$ cat src/rtl/rs_pkg.sv
// Shared constants for the pipelined right barrel shifter.
package rs_pkg;
  localparam int W    = 8;
  localparam int NSTG = 3;

  localparam logic [1:0] MODE_LSR = 2'b00;
  localparam logic [1:0] MODE_ASR = 2'b01;
  localparam logic [1:0] MODE_ROR = 2'b10;
endpackage

$ cat src/rtl/rs_pipe_if.sv
// Producer/consumer valid/ready bundle for rs_pipe.
interface rs_pipe_if;
  import rs_pkg::*;

  logic           in_valid;
  logic           in_ready;
  logic [W-1:0]   I;
  logic [2:0]     S;
  logic [1:0]     M;
  logic           out_valid;
  logic           out_ready;
  logic [W-1:0]   O;
  logic [1:0]     occ;

  modport slave  (input  in_valid, I, S, M, out_ready,
                  output in_ready, out_valid, O, occ);
  modport master (output in_valid, I, S, M, out_ready,
                  input  in_ready, out_valid, O, occ);
endinterface

$ cat src/rtl/rs_stage.sv
// One registered shift stage: conditionally shifts right by SH on s_in[log2 SH].
module rs_stage
  import rs_pkg::*;
#(
  parameter int SH = 1
) (
  input  logic         clk,
  input  logic         rst_n,
  input  logic         up_valid,
  output logic         up_ready,
  output logic         dn_valid,
  input  logic         dn_ready,
  input  logic [W-1:0] d,
  input  logic [2:0]   s_in,
  input  logic [1:0]   m_in,
  output logic [W-1:0] q,
  output logic [2:0]   s_out,
  output logic [1:0]   m_out
);
  localparam int B = $clog2(SH);

  logic [W-1:0] sh_d;

  assign up_ready = ~dn_valid | dn_ready;

  // Unknown mode 11 falls through to a logical shift.
  always_comb begin
    sh_d = d;
    if (s_in[B]) begin
      case (m_in)
        MODE_ASR: sh_d = {{SH{d[W-1]}}, d[W-1:SH]};
        MODE_ROR: sh_d = {d[SH-1:0], d[W-1:SH]};
        default:  sh_d = {{SH{1'b0}}, d[W-1:SH]};
      endcase
    end
  end

  always_ff @(posedge clk or negedge rst_n) begin
    if (!rst_n) begin
      dn_valid <= 1'b0;
      q        <= '0;
      s_out    <= '0;
      m_out    <= '0;
    end else if (up_ready) begin
      dn_valid <= up_valid;
      if (up_valid) begin
        q     <= sh_d;
        s_out <= s_in;
        m_out <= m_in;
      end
    end
  end
endmodule

$ cat src/rtl/rs_pipe.sv
// Three-stage right barrel shifter (weights 1/2/4) with a combinational
// ready chain; a full pipe still accepts when the tail drains.
module rs_pipe
  import rs_pkg::*;
(
  input  logic    clk,
  input  logic    rst_n,
  rs_pipe_if.slave bus
);
  logic [NSTG:0]        vld_pipe;
  logic [NSTG:0][W-1:0] dat;
  logic [NSTG:0][2:0]   s_pipe;
  logic [NSTG:0][1:0]   m_pipe;
  logic                 rdy0, rdy1, rdy2;
  logic                 unused_sm;

  assign vld_pipe[0] = bus.in_valid;
  assign dat[0]      = bus.I;
  assign s_pipe[0]   = bus.S;
  assign m_pipe[0]   = bus.M;

  rs_stage #(.SH(1)) u_stg0 (
    .clk(clk), .rst_n(rst_n),
    .up_valid(vld_pipe[0]), .up_ready(rdy0),
    .dn_valid(vld_pipe[1]), .dn_ready(rdy1),
    .d(dat[0]), .s_in(s_pipe[0]), .m_in(m_pipe[0]),
    .q(dat[1]), .s_out(s_pipe[1]), .m_out(m_pipe[1])
  );

  rs_stage #(.SH(2)) u_stg1 (
    .clk(clk), .rst_n(rst_n),
    .up_valid(vld_pipe[1]), .up_ready(rdy1),
    .dn_valid(vld_pipe[2]), .dn_ready(rdy2),
    .d(dat[1]), .s_in(s_pipe[1]), .m_in(m_pipe[1]),
    .q(dat[2]), .s_out(s_pipe[2]), .m_out(m_pipe[2])
  );

  rs_stage #(.SH(4)) u_stg2 (
    .clk(clk), .rst_n(rst_n),
    .up_valid(vld_pipe[2]), .up_ready(rdy2),
    .dn_valid(vld_pipe[3]), .dn_ready(bus.out_ready),
    .d(dat[2]), .s_in(s_pipe[2]), .m_in(m_pipe[2]),
    .q(dat[3]), .s_out(s_pipe[3]), .m_out(m_pipe[3])
  );

  // Final stage's control fields have no consumer.
  assign unused_sm = ^{s_pipe[NSTG], m_pipe[NSTG]};

  assign bus.in_ready  = rdy0;
  assign bus.out_valid = vld_pipe[NSTG];
  assign bus.O         = dat[NSTG];
  assign bus.occ       = {1'b0, vld_pipe[1]} + {1'b0, vld_pipe[2]} + {1'b0, vld_pipe[3]};
endmodule

$ cat src/flat_wrapper.sv
// flat-port wrapper written by rule: the top's interface ports become plain ports
module rs_pipe_flat import rs_pkg::*;
  (clk, rst_n, bus_in_valid, bus_I, bus_S, bus_M, bus_out_ready, bus_in_ready, bus_out_valid, bus_O, bus_occ);
  rs_pipe_if bus_i ();
  input  logic clk;
  input  logic rst_n;
  input wire logic [$bits(bus_i.in_valid)-1:0] bus_in_valid;
  input wire logic [$bits(bus_i.I)-1:0] bus_I;
  input wire logic [$bits(bus_i.S)-1:0] bus_S;
  input wire logic [$bits(bus_i.M)-1:0] bus_M;
  input wire logic [$bits(bus_i.out_ready)-1:0] bus_out_ready;
  output wire logic [$bits(bus_i.in_ready)-1:0] bus_in_ready;
  output wire logic [$bits(bus_i.out_valid)-1:0] bus_out_valid;
  output wire logic [$bits(bus_i.O)-1:0] bus_O;
  output wire logic [$bits(bus_i.occ)-1:0] bus_occ;
  assign bus_i.in_valid = bus_in_valid;
  assign bus_i.I = bus_I;
  assign bus_i.S = bus_S;
  assign bus_i.M = bus_M;
  assign bus_i.out_ready = bus_out_ready;
  assign bus_in_ready = bus_i.in_ready;
  assign bus_out_valid = bus_i.out_valid;
  assign bus_O = bus_i.O;
  assign bus_occ = bus_i.occ;
  rs_pipe u_core (.clk(clk), .rst_n(rst_n), .bus(bus_i));
endmodule
$ cat config.mk
export PLATFORM = sky130hd
export DESIGN_NAME = rs_pipe_flat
export DESIGN_NICKNAME = d
export VERILOG_FILES = /design/src/rtl/rs_pkg.sv /design/src/rtl/rs_pipe_if.sv /design/src/rtl/rs_stage.sv /design/src/rtl/rs_pipe.sv /design/src/flat_wrapper.sv
export SDC_FILE = /design/constraint.sdc
export NUM_CORES = 1
export LEC_CHECK = 0
export BUFFER_PORTS_ARGS = -buffer_cell sky130_fd_sc_hd__buf_2
export CAP_MARGIN = 20
export CORE_MARGIN = 2
export CORE_UTILIZATION = 58
export DETAILED_ROUTE_END_ITERATION = 8
export GPL_TIMING_DRIVEN = 0
export PLACE_DENSITY = 0.78
export SYNTH_ARGS = -nofsm -noshare
export SYNTH_HDL_FRONTEND = slang
export SYNTH_SLANG_ARGS = --single-unit
$ cat constraint.sdc
create_clock -name clk -period 3.35 [get_ports clk]
set_input_delay 0.5025 -clock clk [delete_from_list [all_inputs] [get_ports clk]]
set_output_delay 0.5025 -clock clk [all_outputs]
set_load 0.02 [all_outputs]
==> results of run 1 <==
==> worst max-delay path, stage by stage (launching register included) <==
cell and delay [ps]:
sky130_fd_sc_hd__dfrtp_1 380, sky130_fd_sc_hd__buf_2 220, sky130_fd_sc_hd__nand4b_4 190, sky130_fd_sc_hd__buf_2 230, sky130_fd_sc_hd__buf_2 170
==> flip-flops by register name (all words and copies together), names as in the netlist <==
register,flops
u_core.u_stg1.dn_valid,1
u_core.u_stg2.q,8
u_core.u_stg0.dn_valid,1
u_core.u_stg1.s_out,1
u_core.u_stg0.m_out,2
u_core.u_stg0.s_out,2
u_core.u_stg0.q,8
u_core.u_stg1.m_out,2
u_core.u_stg1.q,8
u_core.u_stg2.dn_valid,1
==> kinds of logic (layout without fill, tap and decap cells) <==
group                      after synthesis  in the layout  synth area share
AOI/OAI and AO/OA                       48             48             0.157
muxes                                   30             30             0.176
and+or+nand+nor                         15             15            0.0677
adders and majority gates                7              7            0.0520
buffers and inverters                   28             62            0.0821
DFF                                     34             34             0.465
==> through the flow <==
step           cells  instance area [µm²]   util  hold slack, ps
3_3_place_gp     232                 2010  0.665             493
4_1_cts          240                 2090  0.691             234
6_report         240                 2090  0.691             223
5_1_grt          240                 2090  0.691             262
2_1_floorplan    162                 1830      -             207
3_5_place_dp     232                 2010  0.665             505
==> per-layer routing <==
metal,share of wire,wire length (µm)
met5,0,0
met2,0.52,1670
met3,0.040,129
met4,0.023,73
met1,0.42,1340
==> power by group through the flow <==
stage / Clock [mW] / Combinational [mW] / Sequential, mW
finish: 0.282 / 0.488 / 0.593
global route: 0.306 / 0.540 / 0.607
CTS: 0.287 / 0.491 / 0.595
detailed placement: 0 / 0.490 / 0.603
global placement: 0 / 0.477 / 0.596
floorplan: 0 / 0.388 / 0.579
==> cell type report <==
class,instances,area [µm²],area share
buffer,18,113,0.0538
clock buffer,8,78.8,0.0377
inverter,10,37.5,0.0179
multi-input combinational,100,828,0.396
sequential,34,851,0.406
tap,44,55.1,0.0263
timing repair buffer,26,130,0.0622
==> layout by cell type (no fill, tap or decap), drive strengths merged <==
cell,Yosys,final
a21oi,22,22
a22oi,4,4
a31oi,13,13
a32oi,1,1
a41oi,1,1
and2,1,1
buf,15,41
clkbuf,3,11
dfrtp,34,34
fa,1,1
ha,6,6
inv,10,10
mux2,8,8
mux2i,22,22
nand2,2,2
nand2b,5,5
nand3b,1,1
nand4b,3,3
nor2b,2,2
o21ai,2,2
o22ai,2,2
o2bb2ai,3,3
or2b,1,1
==> path summary, 6_finish.rpt <==
check	from	end	slack [ps]	cells past startpoint
setup reg to reg	u_core.u_stg1.dn_valid	u_core.u_stg0.s_out[1]	1900	4
hold / removal	rst_n	u_core.u_stg2.dn_valid	220	1
min in group clk	bus_S[2]	u_core.u_stg0.s_out[2]	390	2
hold reg to reg	u_core.u_stg2.q[5]	u_core.u_stg2.q[5]	520	1
max in group asynchronous	rst_n	u_core.u_stg0.m_out[1]	2640	1
setup / recovery	u_core.u_stg1.dn_valid	bus_in_ready	1310	4
==> metrics.log, run 1 <==
INFO  metric route.detailed.drc = 0
INFO  metric worst_clock_skew = approximately 6.9 ps
INFO  metric clk_latency = between 300 and 400 ps
INFO  metric synthDominantCellAreaShare = 0.465
INFO  metric die_width = between 60 and 70 µm
INFO  metric postRouteAntennaNets = 0
INFO  metric postSynthAreaPerCell = ~11 µm²
INFO  metric internal-power = a little over 900 µW
INFO  metric clock_power_share = 0.207
INFO  metric drt_wl_total = 3220 µm
INFO  metric part_of_the_yosys_area_used_for_sequential_elements = 0.465
INFO  metric drt-initial-drc-count = 56
INFO  metric synthArstFlopShare = 1.00
INFO  metric critical_path_class = reg2out
INFO  metric finalPower = ~1.4 mW
INFO  metric grt_met2_use = 0.391
INFO  metric synth-main-ff-cell = sky130_fd_sc_hd__dfrtp_1
INFO  metric timing.final.ws_setup = around 1300 ps
INFO  metric grtUsageMet3 = 0.0390
INFO  metric routedWlPerCell = 13.4 µm
INFO  metric netlist_instances = 162
INFO  metric mappedNetlistArea = ~1800 µm²
INFO  metric top_level_port_count = 29
INFO  metric core = roughly 3000 µm²
INFO  metric cts.sink_count = 34
INFO  metric tritoncts = built
INFO  metric placer_s_final_routability_congestion_estimate = 0.805
INFO  metric finalNetCount = about 220
INFO  metric holdBufCountCts = 0
INFO  metric grt_antenna_before_repair = 0
INFO  metric worst-path-max-fanout = 10
INFO  metric grt-busiest-layer = met2
INFO  metric p_leak = about 1.0 nW
INFO  metric postCtsResizedCells = 0
INFO  metric route.vias.total = about 1300
INFO  metric yosysWarnings = 0
INFO  metric grt_first_pass_wirelength = 5420 µm
INFO  metric drt_pre_antenna_iters = 6
INFO  metric final.fill_count = between 200 and 250
INFO  metric pre_cts_ws = roughly 1600 ps
INFO  metric global_route.overflow_total = 0
INFO  metric sort_of_element_at_the_end_of_the_critical_path = output pin
INFO  metric fin_tns_setup = 0 ps
INFO  metric cts_setup_buffers = 0
INFO  metric net-switching-power = 459 µW
INFO  metric swShare = 0.337
INFO  metric share_of_final_layout_standard_cells_stronger_than_drive_strength_1 = 0.316
INFO  metric setup_viol_count_final = 0
INFO  metric antenna_cells = 0
INFO  metric max_cap_violations = 0
INFO  metric hold_wc_path_type = in2async
INFO  metric rsz0062_at_grt = no
INFO  metric max-vdd-ir-drop = between 300 and 400 µV
INFO  metric syn2layout_area_growth = 14.4%
INFO  metric port_buffers = 26
INFO  metric ys_top_cells_by_count = sky130_fd_sc_hd__dfrtp_1 (34), sky130_fd_sc_hd__a21oi_1 (22), sky130_fd_sc_hd__mux2i_1 (22), sky130_fd_sc_hd__a31oi_1 (13), sky130_fd_sc_hd__inv_1 (10)
INFO  metric floorplan.die_area = between 3000 and 4000 µm²
INFO  metric synth_enable_flop_cells = 0
INFO  metric grt_use_total = 0.208
INFO  metric sum_of_net_half_perimeters_after_detailed_placement = 2430 µm
INFO  metric yosysMostFrequentCell = sky130_fd_sc_hd__dfrtp_1
INFO  metric outcome = finished, final reports clean
INFO  metric finalMaxSlewViolations = 0
INFO  metric postSynthNetCount = ~190
INFO  metric slew_headroom = 0.492
INFO  metric core.rowCount = 20
INFO  metric setup.worst_path.start_class = flop
INFO  metric gr-usage-met1 = 0.215
INFO  metric post-synth-top-area-cell = sky130_fd_sc_hd__dfrtp_1
INFO  metric largest_net_degree_at_the_start_of_global_routing = 35
INFO  metric sequentialPowerShare = 0.435
INFO  metric maximum_operating_frequency = 491 MHz
INFO  metric netlist_top_cells_area = sky130_fd_sc_hd__dfrtp_1 (47%), sky130_fd_sc_hd__mux2i_1 (12%), sky130_fd_sc_hd__a21oi_1 (6.0%)
INFO  metric initial_utilization = 0.604
INFO  metric finalHoldViolations = 0
INFO  metric period_share = 0.608
INFO  metric worst-slew-pin-transition = roughly 760 ps
INFO  metric worst_ep_arrival_time = 1530 ps
INFO  metric root_buffer = sky130_fd_sc_hd__clkbuf_4
INFO  metric max-clock-path-buffers = 2
INFO  metric pwr-share-comb = 0.358
INFO  metric yosys.cell_types.count = 28
INFO  metric required_time_reported_for_the_critical_path_endpoint = approximately 2900 ps
INFO  metric clk_pin_slew = approximately 100 ps
INFO  metric ctsHtreeMaxLevel = 2
INFO  metric postSynthRegisterBits = 34
INFO  metric drt-vias-per-instance = between 5 and 6
INFO  metric cts_inserted_buffers = 5
INFO  metric die_y = around 60 µm
INFO  metric finalWorstPathRequiredPeriod = 2040 ps
INFO  metric grt_pass1_vias = ~1300
INFO  metric power_density = 651 nW/µm²
Note: power is estimated with default switching activity, not from simulation.
==> run 2: changes to the inputs <==
CORE_UTILIZATION = 56   (was 58)
PLACE_DENSITY = 0.76   (was 0.78)
clock period = 2.1 ns   (was 3.35 ns; I/O delays follow)
==> run 2 against run 1 <==
  * Die area rose by 3.3%
  * Sequential cell count unchanged
  * Clock skew shrank 1.5 ps
  * Sequential power rose by 60%
  * Critical path depth unchanged
  * Sequential share of layout area is 0.37 points higher
  * Final area shrank 0.90%
  * Critical path type unchanged
  * Critical endpoint unchanged
  * Highest routed layer unchanged
==> metrics.log, run 2 (synthesized netlist as in run 1, its figures left out) <==
INFO  metric outcome = finished, final reports clean (unchanged)
INFO  metric route.detailed.drc = 0 (unchanged)
INFO  metric fin_tns_setup = 0 ps (unchanged)
INFO  metric grt_antenna_before_repair = 0 (unchanged)
INFO  metric syn2layout_area_growth = 13.4% (was 14.4%)
INFO  metric max-vdd-ir-drop = 507 µV (was 307 µV)
INFO  metric hold_wc_path_type = in2async (unchanged)
INFO  metric clk_pin_slew = 100 ps (about the same)
INFO  metric required_time_reported_for_the_critical_path_endpoint = 1780 ps (was 2850 ps)
INFO  metric maximum_operating_frequency = between 500 and 600 MHz
INFO  metric top_regs = u_core.u_stg0.q x8, u_core.u_stg1.q x8, u_core.u_stg2.q x8 (unchanged)
INFO  metric cpLargestDelayFamily = buffers and inverters (unchanged)
INFO  metric mostFrequentLayoutCells = sky130_fd_sc_hd__dfrtp_1 (34), sky130_fd_sc_hd__buf_2 (32), sky130_fd_sc_hd__mux2i_1 (22), sky130_fd_sc_hd__a21oi_1 (22), sky130_fd_sc_hd__a31oi_1 (13) (unchanged)
INFO  metric drt-vias-per-instance = 5.41 (was 5.40)
INFO  metric finalNetCount = 219 (unchanged)
INFO  metric postCtsResizedCells = 0 (unchanged)
INFO  metric share_of_final_layout_standard_cells_stronger_than_drive_strength_1 = 0.311 (was 0.316)
INFO  metric sort_of_element_at_the_end_of_the_critical_path = output pin (unchanged)
INFO  metric cts.sink_count = 34 (unchanged)
INFO  metric core.rowCount = 20 (unchanged)
INFO  metric finalMaxSlewViolations = 0 (unchanged)
INFO  metric largest_net_degree_at_the_start_of_global_routing = 35 (unchanged)
INFO  metric holdBufCountCts = 0 (unchanged)
INFO  metric final.fill_count = 269 (was 236)
INFO  metric final_cell_area = 2070 µm² (was 2090 µm²)
INFO  metric initial_utilization = 0.594 (was 0.604)
INFO  metric root_buffer = sky130_fd_sc_hd__clkbuf_4 (unchanged)
INFO  metric grt_first_pass_wirelength = 5730 µm (was 5420 µm)
INFO  metric die_width = 61.2 µm (was 60.2 µm)
INFO  metric setup.worst_path.start_class = flop (unchanged)
INFO  metric route.vias.total = 1298 (was 1295)
INFO  metric pre_cts_ws = 621 ps (was 1610 ps)
INFO  metric worst_ep_arrival_time = 1520 ps (was 1530 ps)
INFO  metric drt_wl_total = 3310 µm (was 3220 µm)
INFO  metric postRouteAntennaNets = 0 (unchanged)
INFO  metric routedWlPerCell = 13.8 µm (was 13.4 µm)
INFO  metric worst-path-max-fanout = 10 (unchanged)
INFO  metric drt_pre_antenna_iters = 4 (was 6)
INFO  metric top_level_port_count = 29 (unchanged)
INFO  metric crit_chain = buf_2 -> nand4b_4 -> buf_2 -> buf_2 (unchanged)
INFO  metric mostFrequentLayoutCell = sky130_fd_sc_hd__dfrtp_1 (unchanged)
INFO  metric worst_clock_skew = 5.40 ps (was 6.90 ps)
INFO  metric finalPower = 2.10 mW (was 1.36 mW)
INFO  metric whs = 47.4 ps (was 223 ps)
INFO  metric ctsHtreeMaxLevel = 2 (unchanged)
INFO  metric cts_setup_buffers = 0 (unchanged)
INFO  metric power_density = 1010 nW/µm² (was 651 nW/µm²)
INFO  metric sum_of_net_half_perimeters_after_detailed_placement = 2560 µm (was 2430 µm)
INFO  metric die_y = 61.2 µm (was 60.2 µm)
INFO  metric worstPathBufferInverterCount = 3 (unchanged)
INFO  metric rsz0062_at_grt = no (unchanged)
INFO  metric global_route.overflow_total = 0 (unchanged)
INFO  metric placed_inst_area = 2010 µm² (unchanged)
INFO  metric core = 3080 µm² (was 3030 µm²)
INFO  metric tritoncts = built (unchanged)
INFO  metric timing.final.ws_setup = 268 ps (was 1310 ps)
INFO  metric max_cap_violations = 0 (unchanged)
INFO  metric grt_pass1_vias = 1281 (was 1260)
INFO  metric cpPeakStageDelay = 380 ps (about the same)
INFO  metric max-clock-path-buffers = 2 (unchanged)
INFO  metric cp_common_cell = sky130_fd_sc_hd__buf_2 (unchanged)
INFO  metric place_inst = 232 (unchanged)
INFO  metric clk_latency = 320 ps (was 340 ps)
INFO  metric cts_inserted_buffers = 5 (unchanged)
INFO  metric slew_headroom = 0.506 (was 0.492)
INFO  metric worst-slew-pin-transition = 741 ps (was 762 ps)
INFO  metric critical_path_class = reg2out (unchanged)
INFO  metric port_buffers = 26 (unchanged)
INFO  metric timing.critical_path.slowest_stage_cell = sky130_fd_sc_hd__dfrtp_1 (unchanged)
INFO  metric grt_use_total = 0.210 (was 0.208)
INFO  metric post_layout_nonfiller_instances = 240 (unchanged)
INFO  metric finalWorstPathRequiredPeriod = around 1800 ps
INFO  metric setup_viol_count_final = 0 (unchanged)
INFO  metric drt-initial-drc-count = 31 (was 56)
INFO  metric period_share = 0.872
INFO  metric antenna_cells = 0 (unchanged)
INFO  metric placer_s_final_routability_congestion_estimate = 0.806 (was 0.805)
INFO  metric p_leak = 0.993 nW (was 1.00 nW)
INFO  metric finalCoreUtilization = 0.674 (was 0.691)
INFO  metric finalHoldViolations = 0 (unchanged)
INFO  metric floorplan.die_area = 3740 µm² (was 3620 µm²)
run 2: cell count changes in the layout (fill, tap and decap cells not counted), sizes merged:
cell    delta
clkbuf     -1
clkinv     +1
run 2: routing by layer:
layer	vias up	GRT usage	part of all wire
met1	612	0.231	0.42
met4	0	0.0745	0.011
met3	4	0.0378	0.033
met2	29	0.401	0.53
met5	-	0	0
li1	653	-	-
run 2: worst paths after layout:
kind                                         from                endpoint  slack (ps)  cells after the start
setup / recovery           u_core.u_stg1.dn_valid            bus_in_ready         270                      4
setup reg to reg           u_core.u_stg1.dn_valid  u_core.u_stg1.s_out[2]         630                      4
hold / removal                              rst_n      u_core.u_stg0.q[1]          50                      1
min in group clk                         bus_S[2]  u_core.u_stg0.s_out[2]         220                      2
hold reg to reg                u_core.u_stg2.q[6]      u_core.u_stg2.q[6]         520                      1
max in group asynchronous                   rst_n      u_core.u_stg2.q[2]        1580                      1
run 2: layout make-up:
class / count / area, µm² / area share
Inverter: 10 / 37.5 / 0.0181
Tap cell: 44 / 55.1 / 0.0265
Timing Repair Buffer: 26 / 130 / 0.0627
Sequential cell: 34 / 851 / 0.410
Multi-Input combinational cell: 100 / 828 / 0.399
Clock inverter: 1 / 5.00 / 0.00241
Clock buffer: 7 / 55.1 / 0.0265
Buffer: 18 / 113 / 0.0543
run 2: where the power goes:
group,internal [mW],switching (mW)
Sequential,0.821,0.130
Combinational,0.392,0.389
Clock,0.162,0.204
==> run 3: changes to the inputs <==
clock period = 1.8 ns   (was 2.1 ns; I/O delays follow)
==> run 3 against run 2 <==
  * Count of clock-buffer cells in the layout did not move
  * Worst setup slack got worse by 200 ps
  * Utilization rose by 0.081 points
  * Critical path depth fell by 2
  * Combinational power rose by 17%
  * Sequential share of layout area rose by 0.071 points
  * Largest power group unchanged
==> metrics.log, run 3 (synthesized netlist as in run 1, its figures left out) <==
INFO  metric max_cap_violations = 0 (unchanged)
INFO  metric die_width = 61.2 µm (unchanged)
INFO  metric postRouteAntennaNets = 0 (unchanged)
INFO  metric p_leak = 0.991 nW (was 0.993 nW)
INFO  metric clk_latency = 320 ps (about the same)
INFO  metric ctsHtreeMaxLevel = 2 (unchanged)
INFO  metric largest_net_degree_at_the_start_of_global_routing = 35 (unchanged)
INFO  metric fin_tns_setup = 0 ps (unchanged)
INFO  metric finalWorstPathRequiredPeriod = between 1500 and 2000 ps
INFO  metric floorplan.die_area = 3740 µm² (unchanged)
INFO  metric drt-initial-drc-count = 32 (was 31)
INFO  metric routedWlPerCell = 13.8 µm (about the same)
INFO  metric placer_s_final_routability_congestion_estimate = 0.806 (unchanged)
INFO  metric final.fill_count = 271 (was 269)
INFO  metric route.detailed.drc = 0 (unchanged)
INFO  metric share_of_final_layout_standard_cells_stronger_than_drive_strength_1 = 0.318 (was 0.311)
INFO  metric sort_of_element_at_the_end_of_the_critical_path = output pin (unchanged)
INFO  metric power_density = 1180 nW/µm² (was 1010 nW/µm²)
INFO  metric holdBufCountCts = 0 (unchanged)
INFO  metric antenna_cells = 0 (unchanged)
INFO  metric required_time_reported_for_the_critical_path_endpoint = 1530 ps (was 1780 ps)
INFO  metric core.rowCount = 20 (unchanged)
INFO  metric tritoncts = built (unchanged)
INFO  metric die_y = 61.2 µm (unchanged)
INFO  metric grt_use_total = 0.210 (unchanged)
INFO  metric worst_clock_skew = 3.92 ps (was 5.40 ps)
INFO  metric cts.sink_count = 34 (unchanged)
INFO  metric mostFrequentLayoutCells = sky130_fd_sc_hd__dfrtp_1 (32), sky130_fd_sc_hd__buf_2 (29), sky130_fd_sc_hd__mux2i_1 (22), sky130_fd_sc_hd__a21oi_1 (22), sky130_fd_sc_hd__a31oi_1 (13) (was sky130_fd_sc_hd__dfrtp_1 (34), sky130_fd_sc_hd__buf_2 (32), sky130_fd_sc_hd__mux2i_1 (22), sky130_fd_sc_hd__a21oi_1 (22), sky130_fd_sc_hd__a31oi_1 (13))
INFO  metric cts_inserted_buffers = 5 (unchanged)
INFO  metric route.vias.total = 1281 (was 1298)
INFO  metric worst-slew-pin-transition = 744 ps (was 741 ps)
INFO  metric port_buffers = 26 (unchanged)
INFO  metric max-vdd-ir-drop = 591 µV (was 507 µV)
INFO  metric hold_wc_path_type = in2async (unchanged)
INFO  metric rsz0062_at_grt = no (unchanged)
INFO  metric finalHoldViolations = 0 (unchanged)
INFO  metric top_level_port_count = 29 (unchanged)
INFO  metric finalNetCount = 218 (was 219)
INFO  metric place_inst = 232 (unchanged)
INFO  metric drt_pre_antenna_iters = 4 (unchanged)
INFO  metric drt-vias-per-instance = 5.36 (was 5.41)
INFO  metric worst-path-max-fanout = 5 (was 10)
INFO  metric initial_utilization = 0.594 (unchanged)
INFO  metric worst_ep_arrival_time = 1470 ps (was 1520 ps)
INFO  metric root_buffer = sky130_fd_sc_hd__clkbuf_4 (unchanged)
INFO  metric syn2layout_area_growth = 13.5% (was 13.4%)
INFO  metric setup_viol_count_final = 0 (unchanged)
INFO  metric grt_first_pass_wirelength = 5730 µm (unchanged)
INFO  metric post_layout_nonfiller_instances = 239 (was 240)
INFO  metric top_regs = u_core.u_stg0.q x8, u_core.u_stg1.q x8, u_core.u_stg2.q x8 (unchanged)
INFO  metric cts_setup_buffers = 0 (unchanged)
INFO  metric slew_headroom = 0.504 (was 0.506)
INFO  metric sum_of_net_half_perimeters_after_detailed_placement = 2560 µm (unchanged)
INFO  metric critical_path.startpoint = u_core.u_stg2.dn_valid (was u_core.u_stg1.dn_valid)
INFO  metric drt_wl_total = 3290 µm (was 3310 µm)
INFO  metric critical_path_class = reg2out (unchanged)
INFO  metric period_share = 0.964
INFO  metric max-clock-path-buffers = 2 (unchanged)
INFO  metric setup.worst_path.start_class = flop (unchanged)
INFO  metric postCtsResizedCells = 1 (was 0)
INFO  metric maximum_operating_frequency = about 580 MHz
INFO  metric grt_pass1_vias = 1281 (unchanged)
INFO  metric clk_pin_slew = 100 ps (about the same)
INFO  metric finalMaxSlewViolations = 0 (unchanged)
INFO  metric outcome = finished, final reports clean (unchanged)
INFO  metric grt_antenna_before_repair = 0 (unchanged)
INFO  metric core = 3080 µm² (unchanged)
INFO  metric mostFrequentLayoutCell = sky130_fd_sc_hd__dfrtp_1 (unchanged)
INFO  metric global_route.overflow_total = 0 (unchanged)
INFO  metric regToRegStartpoint = u_core.u_stg1.dn_valid (unchanged)
[run 3: changes by cell type in the layout (fill, tap and decap cells not counted), sizes merged]
cell | previous run | this run
buf | 41 | 40
[run 3: critical path: stages, from the launching register on]
cell                      delay (ps)
sky130_fd_sc_hd__dfrtp_2         470
sky130_fd_sc_hd__fa_1            540
sky130_fd_sc_hd__buf_4           130
[run 3: layout make-up]
cell class	instances	area [µm²]	share of cell area
buffer	17	110	0.0530
clock buffer	7	55.1	0.0265
clock inverter	1	5.00	0.00241
inverter	10	37.5	0.0181
multi-input combinational	100	828	0.399
sequential	34	853	0.411
tap	44	55.1	0.0265
timing repair buffer	26	133	0.0639
[run 3: per-stage QoR]
stage	util	setup slack (ps)	instance area, µm²	hold WS (ps)	power, mW
final	0.675	64.1	2080	4.26	2.45
after global routing	0.675	6.62	2080	64.1	2.63
after CTS	0.675	1.12	2080	17.4	2.48
after detailed placement	0.654	339	2010	376	2.04
after global placement	0.654	385	2010	356	1.99
after floorplan	-	333	1830	-25.6	1.80
[run 3: path summary, 6_finish.rpt]
check	endpoint	slack [ps]	cells past startpoint
worst min register to register	u_core.u_stg2.q[6]	520	1
worst max-delay path	bus_occ[0]	60	2
worst min-delay path	u_core.u_stg0.q[1]	4	1
min in group clk	u_core.u_stg0.s_out[2]	170	2
worst max register to register	u_core.u_stg0.s_out[1]	280	4
max in group asynchronous	u_core.u_stg2.dn_valid	1280	1
[run 3: power by group]
part	switching (mW)	internal (mW)	total, mW
Combinational	0.452	0.462	0.914
Clock	0.237	0.189	0.426
Sequential	0.151	0.959	1.11
[run 3: metal layers]
| layer | routed length [µm] | global-route usage | vias up |
|---|---|---|---|
| met2 | 1740 | 0.401 | 29 |
| met1 | 1410 | 0.231 | 601 |
| li1 | - | - | 647 |
| met5 | 0 | 0 | - |
| met4 | 36 | 0.0745 | 0 |
| met3 | 106 | 0.0378 | 4 |
